**src/rtl/score_renderer.sv**
```systemverilog
// Purpose: draws the last DEPTH accepted notes left-to-right on a five-line staff over generated VGA timing.
// Latency: 2 clk from the timing counters to vga_rgb, hsync, vsync and frame_start.
// Backpressure: note_ready is low while a note is pending; at most one note is committed per frame.
module score_renderer #(
    parameter int H_ACTIVE = 640,
    parameter int H_FP     = 16,
    parameter int H_SYNC   = 96,
    parameter int H_BP     = 48,
    parameter int V_ACTIVE = 480,
    parameter int V_FP     = 10,
    parameter int V_SYNC   = 2,
    parameter int V_BP     = 33,
    parameter int DEPTH    = 16,
    parameter int SLOT_W   = 32,
    parameter int STAFF_Y  = 200,
    parameter int LINE_GAP = 8
) (
    input  logic                     clk,
    input  logic                     reset,
    input  logic                     note_valid,
    input  logic [7:0]               note,
    input  logic [3:0]               duration,
    output logic                     note_ready,
    input  logic                     clear,
    output logic                     hsync,
    output logic                     vsync,
    output logic [2:0]               vga_rgb,
    output logic                     frame_start,
    output logic [$clog2(DEPTH):0]   count
);
    localparam int H_TOTAL = H_ACTIVE + H_FP + H_SYNC + H_BP;
    localparam int V_TOTAL = V_ACTIVE + V_FP + V_SYNC + V_BP;
    localparam int HW = $clog2(H_TOTAL);
    localparam int VW = $clog2(V_TOTAL);
    localparam int XW = $clog2(SLOT_W);
    localparam int KW = HW - XW;
    localparam int AW = $clog2(DEPTH);
    localparam int CW = AW + 1;
    localparam logic signed [11:0] YBOT     = 12'(STAFF_Y + 4 * LINE_GAP);
    localparam logic signed [11:0] HALF_GAP = 12'(LINE_GAP / 2);
    localparam logic signed [11:0] VMAX     = 12'(V_ACTIVE);

    logic [HW-1:0] hcount;
    logic [VW-1:0] vcount;
    logic          active_raw, hs_raw, vs_raw, fs_raw;

    logic [AW-1:0] head, tail, head_n, tail_n, disp_tail, rd_addr;
    logic [CW-1:0] wcount, wcount_n, disp_count;
    logic          pend_vld, do_commit;
    logic [11:0]   pend_dat;
    logic [11:0]   ring [DEPTH];
    logic [11:0]   rd_dat;
    logic [KW-1:0] slot;

    logic          act_q, show_q, new_q, hs_q, vs_q, fs_q;
    logic [XW-1:0] xo_q;
    logic [VW-1:0] y_q;

    logic [3:0]          letter, dur;
    logic [2:0]          octave;
    logic                sharp, is_note, is_rest, yc_ok, hollow;
    logic                dy_in2, dy_in1, head_px, stem_px, flag_px, sharp_px, rest_px;
    logic                glyph, staff;
    logic [6:0]          step;
    logic signed [11:0]  yc;
    logic signed [12:0]  dy;
    logic [15:0]         xo_w;
    logic [31:0]         y_w;
    logic [2:0]          rgb_n;

    assign active_raw = (hcount < HW'(H_ACTIVE)) && (vcount < VW'(V_ACTIVE));
    assign hs_raw = !((hcount >= HW'(H_ACTIVE + H_FP)) && (hcount < HW'(H_ACTIVE + H_FP + H_SYNC)));
    assign vs_raw = !((vcount >= VW'(V_ACTIVE + V_FP)) && (vcount < VW'(V_ACTIVE + V_FP + V_SYNC)));
    assign fs_raw = (hcount == '0) && (vcount == VW'(V_ACTIVE));

    assign note_ready = !pend_vld && !reset;
    assign do_commit  = fs_raw && pend_vld;
    assign count      = disp_count;

    // Raster position counters; the line counter steps when the pixel counter wraps.
    always_ff @(posedge clk) begin
        if (reset) begin
            hcount <= '0;
            vcount <= '0;
        end else if (hcount == HW'(H_TOTAL - 1)) begin
            hcount <= '0;
            vcount <= (vcount == VW'(V_TOTAL - 1)) ? '0 : vcount + VW'(1);
        end else begin
            hcount <= hcount + HW'(1);
        end
    end

    // Write-side ring bookkeeping: clear first, then the frame-boundary commit on top of it.
    always_comb begin
        head_n   = head;
        tail_n   = tail;
        wcount_n = wcount;
        if (clear) begin
            tail_n   = head;
            wcount_n = '0;
        end
        if (do_commit) begin
            head_n = head + AW'(1);
            if (wcount_n == CW'(DEPTH)) begin
                tail_n = tail_n + AW'(1);
            end else begin
                wcount_n = wcount_n + CW'(1);
            end
        end
    end

    // Pending note register, ring pointers, and the display snapshot taken at start of vblank.
    always_ff @(posedge clk) begin
        if (reset) begin
            head       <= '0;
            tail       <= '0;
            wcount     <= '0;
            disp_tail  <= '0;
            disp_count <= '0;
            pend_vld   <= 1'b0;
            pend_dat   <= '0;
        end else begin
            head   <= head_n;
            tail   <= tail_n;
            wcount <= wcount_n;
            if (fs_raw) begin
                disp_tail  <= tail_n;
                disp_count <= wcount_n;
            end
            if (do_commit) begin
                pend_vld <= 1'b0;
            end
            if (note_valid && note_ready) begin
                pend_vld <= 1'b1;
                pend_dat <= {note, duration};
            end
        end
    end

    assign slot    = hcount[HW-1:XW];
    assign rd_addr = disp_tail + AW'(slot);

    // Note storage: written once per frame at commit, read one cycle ahead of the pixel decision.
    always_ff @(posedge clk) begin
        if (do_commit) begin
            ring[head] <= pend_dat;
        end
        rd_dat <= ring[rd_addr];
    end

    // Stage 1: register slot occupancy, position within the slot, line and sync timing.
    always_ff @(posedge clk) begin
        if (reset) begin
            act_q  <= 1'b0;
            show_q <= 1'b0;
            new_q  <= 1'b0;
            hs_q   <= 1'b1;
            vs_q   <= 1'b1;
            fs_q   <= 1'b0;
            xo_q   <= '0;
            y_q    <= '0;
        end else begin
            act_q  <= active_raw;
            show_q <= active_raw && (32'(slot) < 32'(disp_count));
            new_q  <= (32'(slot) + 32'd1) == 32'(disp_count);
            hs_q   <= hs_raw;
            vs_q   <= vs_raw;
            fs_q   <= fs_raw;
            xo_q   <= hcount[XW-1:0];
            y_q    <= vcount;
        end
    end

    // Stage 2 decision: glyph geometry relative to the note centre line, then staff, then paper.
    always_comb begin
        letter  = rd_dat[11:8];
        octave  = rd_dat[7:5];
        sharp   = rd_dat[4];
        dur     = rd_dat[3:0];
        step    = 7'(octave) * 7'd7 + 7'(letter);
        yc      = YBOT - ($signed({5'b0, step}) - 12'sd30) * HALF_GAP;
        dy      = $signed({1'b0, 12'(y_q)}) - $signed({yc[11], yc});
        xo_w    = 16'(xo_q);
        y_w     = 32'(y_q);
        is_note = letter <= 4'd6;
        is_rest = letter == 4'hF;
        yc_ok   = !yc[11] && (yc < VMAX);
        hollow  = dur[2] || dur[3];
        dy_in2  = (dy >= -13'sd2) && (dy <= 13'sd2);
        dy_in1  = (dy >= -13'sd1) && (dy <= 13'sd1);
        head_px = (xo_w >= 16'd12) && (xo_w <= 16'd19) && dy_in2 &&
                  !(hollow && (xo_w >= 16'd13) && (xo_w <= 16'd18) && dy_in1);
        stem_px = !dur[3] && (xo_w == 16'd19) && (dy >= -13'sd24) && (dy <= -13'sd3);
        flag_px = dur[0] && (xo_w >= 16'd20) && (xo_w <= 16'd22) &&
                  (dy >= -13'sd24) && (dy <= -13'sd22);
        sharp_px = sharp && (xo_w >= 16'd6) && (xo_w <= 16'd8) && dy_in1;
        rest_px = (xo_w >= 16'd12) && (xo_w <= 16'd19) &&
                  (y_w >= 32'(STAFF_Y + LINE_GAP + 2)) && (y_w <= 32'(STAFF_Y + LINE_GAP + 4));
        glyph   = show_q && ((is_note && yc_ok && (head_px || stem_px || flag_px || sharp_px)) ||
                             (is_rest && rest_px));
        staff   = 1'b0;
        for (int i = 0; i < 5; i++) begin
            if (y_w == 32'(STAFF_Y + i * LINE_GAP)) begin
                staff = 1'b1;
            end
        end
        rgb_n = 3'b111;
        if (!act_q) begin
            rgb_n = 3'b000;
        end else if (glyph) begin
            rgb_n = new_q ? 3'b100 : 3'b000;
        end else if (staff) begin
            rgb_n = 3'b000;
        end
    end

    // Stage 2: output registers, syncs delayed to line up with the pixel colour.
    always_ff @(posedge clk) begin
        if (reset) begin
            vga_rgb     <= 3'b000;
            hsync       <= 1'b1;
            vsync       <= 1'b1;
            frame_start <= 1'b0;
        end else begin
            vga_rgb     <= rgb_n;
            hsync       <= hs_q;
            vsync       <= vs_q;
            frame_start <= fs_q;
        end
    end
endmodule

```
**config.mk**
```make
export PLATFORM = sky130hd
export DESIGN_NAME = score_renderer
export DESIGN_NICKNAME = d
export VERILOG_FILES = /design/src/rtl/score_renderer.sv
export SDC_FILE = /design/constraint.sdc
export NUM_CORES = 1
export LEC_CHECK = 0
export CAP_MARGIN = 20
export CORE_MARGIN = 10
export CORE_UTILIZATION = 40
export CTS_CLUSTER_SIZE = 12
export DETAILED_ROUTE_END_ITERATION = 8
export PLACE_DENSITY = 0.53
export SYNTH_ARGS = -nofsm -noshare
export SYNTH_HDL_FRONTEND = slang
export SYNTH_SLANG_ARGS = --single-unit
```
**constraint.sdc**
```tcl
create_clock -name clk -period 6.7 [get_ports clk]
set_input_delay 0.67 -clock clk [delete_from_list [all_inputs] [get_ports clk]]
set_output_delay 0.67 -clock clk [all_outputs]
set_load 0.005 [all_outputs]
```
# [Yosys cells after proc, flatten, opt, wreduce, memory -nomap -nowiden]
# Memories as Yosys holds them, arrays and structs flattened. A register that Yosys moved wholly into a read port is not among the register bits.
# Cells that the tools add are included.
# W data, S select, Z words.
[word_totals] regBits=82 latch_bits=0 ramBits=192 rom_bits=0 out_inout_bits=12 mem_count=1
[classes] n_addsub=11 multipliers=1 div=0 n_lt_le_gt_ge=26 n_eq_ne=12 shift=0 muxes=19 bitwise_logic=1 n_reduce_logical=49
[mem_list] memory="ring" words=16 word_bits=12 rd=1 rd_clocked_by_memory_dff=1 write_ports=1 line_no="51" rtl="logic [11:0] ring [DEPTH];"
[op_table] cell="$eq A10 B8 Y1 const B" count=5
[op_table] cell="$logic_and A1 B1 Y1" count=33
[op_table] cell="$le A12 B3 Y1 const B" count=2
[op_table] cell="$add A10 B1 Y10 const B" count=2
[op_table] cell="$eq A10 B10 Y1 const B" count=2
[op_table] cell="$lt A10 B10 Y1 const B" count=2
[op_table] cell="$lt A10 B9 Y1 const B" count=2
[op_table] cell="$le A5 B5 Y1 const B" count=3
[op_table] cell="$mux W5" count=3
[op_table] cell="$ge A12 B1 Y1 const B" count=1
[op_table] cell="$ge A12 B2 Y1 const B" count=1
[op_table] cell="$ge A12 B6 Y1 const B" count=1
[op_table] cell="$le A12 B2 Y1 const B" count=1
[op_table] cell="$le A12 B6 Y1 const B" count=1
[op_table] cell="$mux W4" count=3
[op_table] cell="$sub A11 B11 Y12" count=1
[op_table] cell="$lt A11 B10 Y1 const B" count=1
[op_table] cell="$sub A9 B10 Y11 const A" count=1
[op_table] cell="$eq A10 B9 Y1 const B" count=1
[op_table] cell="$eq A5 B5 Y1 const B" count=2
[op_table] cell="$ge A10 B10 Y1 const B" count=1
[op_table] cell="$ge A10 B8 Y1 const B" count=1
[op_table] cell="$ge A10 B9 Y1 const B" count=1
[op_table] cell="$ge A5 B4 Y1 const B" count=2
[op_table] cell="other kinds (24)" count=46

# [Depth between registers and ports, before layout]
[depth] depth_word=17 depth_mapped=21 ltp_nobuf=21

# [Worst setup path after synthesis]
# No wires, ideal clock.
[synth_timing] path_kind="register -> register" start="register rd_dat[6], read port of ring" end="register vga_rgb[2]" arrival_time_ns=4.545 path_slack_ns=2.024 path_stages_with_launch=20 path_buffers=0 period_less_slack_ns=4.676 cell_sequence="dfxtp_1 > inv_1 > fa_1 > fa_1 > inv_1 > ha_1 > o21ai_0 > nor2_1 > nor3_1 > nand2_1 > o31a_1 > ha_1 > nor3_1 > nand2b_1 > o21ai_1 > xor2_1 > or4_1 > nor4_2 > a221oi_1 > mux2i_1"
[synth_via] elab_chain_cells=17 word_cells_on_any_way=34
[synth_lines] item="start, declared" line_no="52" rtl="logic [11:0] rd_dat;"
[synth_lines] item="$mul A3 B3 Y6 *" line_no="180" rtl="step = 7'(octave) * 7'd7 + 7'(letter);"
[synth_lines] item="$add A6 B4 Y7 *" line_no="180"
[synth_lines] item="$sub A7 B5 Y8 *" line_no="181" rtl="yc = YBOT - ($signed({5'b0, step}) - 12'sd30) * HALF_GAP;"
[synth_lines] item="$sub A9 B10 Y11 *" line_no="181"
[synth_lines] item="$sub A11 B11 Y12" line_no="182" rtl="dy = $signed({1'b0, 12'(y_q)}) - $signed({yc[11], yc});"
[synth_lines] item="$ge A12 B1 Y1 or $le A12 B2 Y1 (tied branches)" line_no="190" rtl="dy_in1 = (dy >= -13'sd1) && (dy <= 13'sd1);"
[synth_lines] item="$logic_and A1 B1 Y1" line_no="190"
[synth_lines] item="$logic_and A1 B1 Y1" line_no="192" rtl="!(hollow && (xo_w >= 16'd13) && (xo_w <= 16'd18) && dy_in1);"
[synth_lines] item="$logic_not A1 Y1" line_no="192"
[synth_lines] item="$logic_and A1 B1 Y1" line_no="191" rtl="head_px = (xo_w >= 16'd12) && (xo_w <= 16'd19) && dy_in2 &&"
[synth_lines] item="$logic_or A1 B1 Y1 (3 in series)" line_no="199" rtl="glyph = show_q && ((is_note && yc_ok && (head_px || stem_px || flag_px || sharp_px)) ||"
[synth_lines] item="$logic_and A1 B1 Y1 *" line_no="199"
[synth_lines] item="$logic_or A1 B1 Y1 *" line_no="199"
[synth_lines] item="$logic_and A1 B1 Y1 *" line_no="199"
[synth_lines] item="$mux W3 *" line_no="210" rtl="end else if (glyph) begin"
[synth_lines] item="end signal, assigned" line_no="225" rtl="vga_rgb <= rgb_n;"
[synth_lines] item="end, declared" line_no="27" rtl="output logic [2:0] vga_rgb,"
# Every way passes the cells marked *; elsewhere a longest branch is shown, timed or not.
# A chain may end at the register's enable or synchronous reset.

# [Final worst setup path]
# Ends and elaborated chain as after synthesis.

==> flow_metrics.py <==
metrics = {
    "run_status": {
        "status": "finished clean",
    },
    "power_and_ir_drop": {
        "pwr-share-clk_pct": 46.7,
        "p_leak_nw": 4.69,
        "p_comb_share_pct": 1.2,
        "power.density_nw_per_um2": 255,
        "internal_power_mw": 2.76,
        "p_switching_mw": 0.686,
        "power_frac_seq_pct": 52.1,
        "switching_share_pct": 19.9,
        "vdd_drop_max_uv": 213,
        "p_total_mw": 3.45,
    },
    "setup_path": {
        "cp.required_ps": 7110,
        "startpoint_type": "flip-flop",
        "rr_endpoint": "vga_rgb[2]",
        "timing.rr.start": "rd_dat[6]",
        "path_buf_inv": 2,
        "critical_path_class": "flip-flop to flip-flop",
        "max_stage_delay_ps": 560,
        "crit_slowest_cell": "or4_1",
        "cp-end-kind": "flip-flop",
        "r2r_setup_slack_ps": 1520,
        "critPathArrivalTime_ps": 5590,
        "crit_family": "simple AND/OR/NAND/NOR gates",
        "rr_worst_depth": 19,
        "critPathMaxFanout": 6,
        "cp_cell_sequence": "inv_1, fa_1, fa_1, inv_1, ha_1, o21ai_0, nor2_1, nor3_1, nand2_1, o31a_1, ha_1, nor3_1, nand2b_1, o21ai_1, xor2_1, or4_1, nor4_2, a221oi_1, mux2i_1",
    },
    "timing": {
        "finalSetupViolations": 0,
        "fmax_ghz": 0.193,
        "period_share_pct": 77.4,
        "finalHoldViolations": 0,
        "tightest_slew_ps": 1040,
        "fin_worst_skew_ps": 21.5,
        "slew_headroom_pct": 30.0,
        "rsz0062_at_grt": "no",
        "finalMaxSlewViolations": 0,
        "fin_crit_ps": 5180,
        "fin_tns_setup_ps": 0,
        "hold_slack_ps": 412,
    },
    "global_route": {
        "grt_pass1_vias": 6978,
        "grt_max_degree": 65,
        "grt.overflow.total": 0,
        "grt_pass1_wl_um": 40400,
        "antenna_found_initial": 0,
        "track_usage_pct": 14.0,
    },
    "placed_design": {
        "post-dp-hpwl_um": 16400,
        "io_buffers": 26,
        "finalWeightedCongestion": 0.794,
    },
    "clocking": {
        "clkSinkCount": 267,
        "hold_buffers": 0,
        "root_buffer": "clkbuf_16",
        "cts_tree": "done",
        "cts_resized": 0,
        "cts_buffers": 29,
        "clkTransAtPathRegs_ps": 60,
        "cts_setup_buffers": 0,
        "h-tree-depth": 1,
        "clk_latency_ps": 550,
        "clockBufferDepth": 3,
    },
    "die": {
        "die-area_sq_um": 36600,
        "die_y_um": 191,
        "io_pins": 28,
        "rows": 62,
        "initial_core_util_pct": 40.7,
        "placeableCoreArea_sq_um": 28900,
        "die_x_um": 191,
    },
    "logic_synthesis": {
        "ys.flop_type": "edfxtp_1",
        "postSynthAreaPerCell_sq_um": 13.3,
        "yosysSeqAreaShare_pct": 60.5,
        "yosysMostFrequentCell": "edfxtp_1",
        "synth_top_area_cell": "edfxtp_1",
        "synth_edf_count": 176,
        "synth_commonest_cells": "edfxtp_1 (176), dfxtp_1 (91), nor2_1 (86), mux4_2 (44), ha_1 (38)",
        "syn-num-nets": 946,
        "ys_types": 60,
        "synthCells": 886,
        "ys_warn_count": 0,
        "yosysTopAreaCellShare_pct": 45.0,
        "ys_seq_elements": 267,
        "netlist_top_cells_area": "edfxtp_1 (45%), dfxtp_1 (16%), mux4_2 (8.4%)",
        "ys_async_sr_fraction_pct": 0,
        "netlist_area_sq_um": 11800,
    },
    "worst_hold_path": {
        "hold_path_class": "flip-flop to flip-flop",
        "whs_path_depth": 1,
        "worstHoldStart": "hs_q",
        "worstHoldEndpoint": "hsync",
    },
    "routing": {
        "wirelength_um": 25200,
        "viasPerCell": 5.16,
        "ant_nets": 0,
        "vias": 6845,
        "drt_iter0_markers": 365,
        "wire_per_inst_um": 19.0,
        "drt_drc_violations_left": 0,
        "first_pass_iters": 5,
    },
    "layout": {
        "drive_gt1_share_pct": 13.5,
        "area_growth_pct": 14.8,
        "nets": 980,
        "utilization_pct": 46.8,
        "n_antenna_cell": 0,
    },
    "job": {
        "cap_violations": 0,
    },
}
metal layers:
| layer | part of all wire (%) | vias to the layer above | GRT usage [%] |
|---|---|---|---|
| li1 | - | 3340 | - |
| met1 | 48 | 3404 | 19.6 |
| met2 | 48 | 72 | 22.7 |
| met3 | 3.1 | 29 | 1.86 |
| met4 | 1.5 | 0 | 2.85 |
| met5 | 0 | - | 0 |
registers in the layout (all words and copies together), names as in the netlist, 2 cells and up:
register / cells
rd_dat: 11
vga_rgb: 2
head: 4
xo_q: 5
tail: 4
y_q: 10
wcount: 5
count: 5
disp_tail: 4
hcount: 10
ring: 176
pend_dat: 11
vcount: 10
power by group through the flow:
| stage | registers, mW | logic (mW) | clock network, mW |
|---|---|---|---|
| after floorplan | 1.81 | 0.0258 | 0 |
| after global placement | 1.83 | 0.0423 | 0 |
| after detailed placement | 1.83 | 0.0423 | 0 |
| after CTS | 1.79 | 0.0427 | 1.65 |
| after global routing | 1.80 | 0.0466 | 1.71 |
| final | 1.79 | 0.0417 | 1.61 |
through the flow:
stage                     instance area [sq um]  setup WS [ps]  instances
after global placement                    12500           1520       1273
after floorplan                           11800           2020        886
after detailed placement                  12500           1520       1273
after CTS                                 13500           1510       1327
after global routing                      13500           1020       1327
final                                     13500           1520       1327
logic make-up (layout without fill, tap and decap cells):
logic type | Yosys count | count (layout) | share of synthesized area (%)
DFF | 267 | 267 | 60.5
and+or+nand+nor | 271 | 271 | 11.9
muxes | 67 | 67 | 10.4
xor gates and xnor gates | 44 | 44 | 3.28
adders and majority gates | 44 | 44 | 5.07
buffers and inverters | 78 | 135 | 2.58
AOI/OAI and AO/OA | 115 | 115 | 6.24
worst reg2reg max path: stages (launching register included):
cell	delay [ps]
dfxtp_1	400
inv_1	100
fa_1	410
fa_1	490
inv_1	40
ha_1	350
o21ai_0	100
nor2_1	110
nor3_1	490
nand2_1	140
o31a_1	270
ha_1	220
nor3_1	390
nand2b_1	120
o21ai_1	160
xor2_1	120
or4_1	560
nor4_2	260
a221oi_1	180
mux2i_1	150
worst max path at each step:
stage	cells past startpoint	to	slack, ps	startpoint
after CTS	19	vga_rgb[2]	1510	rd_dat[6]
final	19	vga_rgb[2]	1520	rd_dat[6]
after global routing	19	vga_rgb[2]	1020	rd_dat[6]
after global placement	19	vga_rgb[2]	1520	rd_dat[6]
after floorplan	19	vga_rgb[2]	2020	rd_dat[6]
after detailed placement	19	vga_rgb[2]	1520	rd_dat[6]
cell usage in the layout (no fill, tap or decap), types with 6 or more instances in the layout:
cell type	Yosys	layout
edfxtp_1	176	176
dfxtp_1	91	91
nor2_1	86	86
mux4_2	44	44
ha_1	38	37
inv_1	35	35
a21oi_1	34	34
nand2_1	34	34
nor2b_1	30	30
clkbuf_16	0	30
o21ai_0	28	28
nand2b_1	25	25
clkdlybuf4s50_1	0	25
mux2i_1	21	21
xnor2_1	22	21
xor2_1	22	21
buf_4	1	20
nand3_1	19	19
a211oi_1	17	17
nor3_1	18	17
nand4_1	13	13
clkbuf_1	34	11
or2_2	7	7
o21a_1	6	6
final cells by class:
| type | count | area, sq um |
|---|---|---|
| inverters | 35 | 131 |
| flip-flops and latches | 267 | 7110 |
| clock inverters | 10 | 138 |
| well taps | 384 | 480 |
| clock buffers | 44 | 833 |
| repair buffers | 46 | 405 |
| multi-input cells | 541 | 4400 |
| fillers | 2667 | 15400 |
No activity file was read; power rests on OpenSTA's default activity.
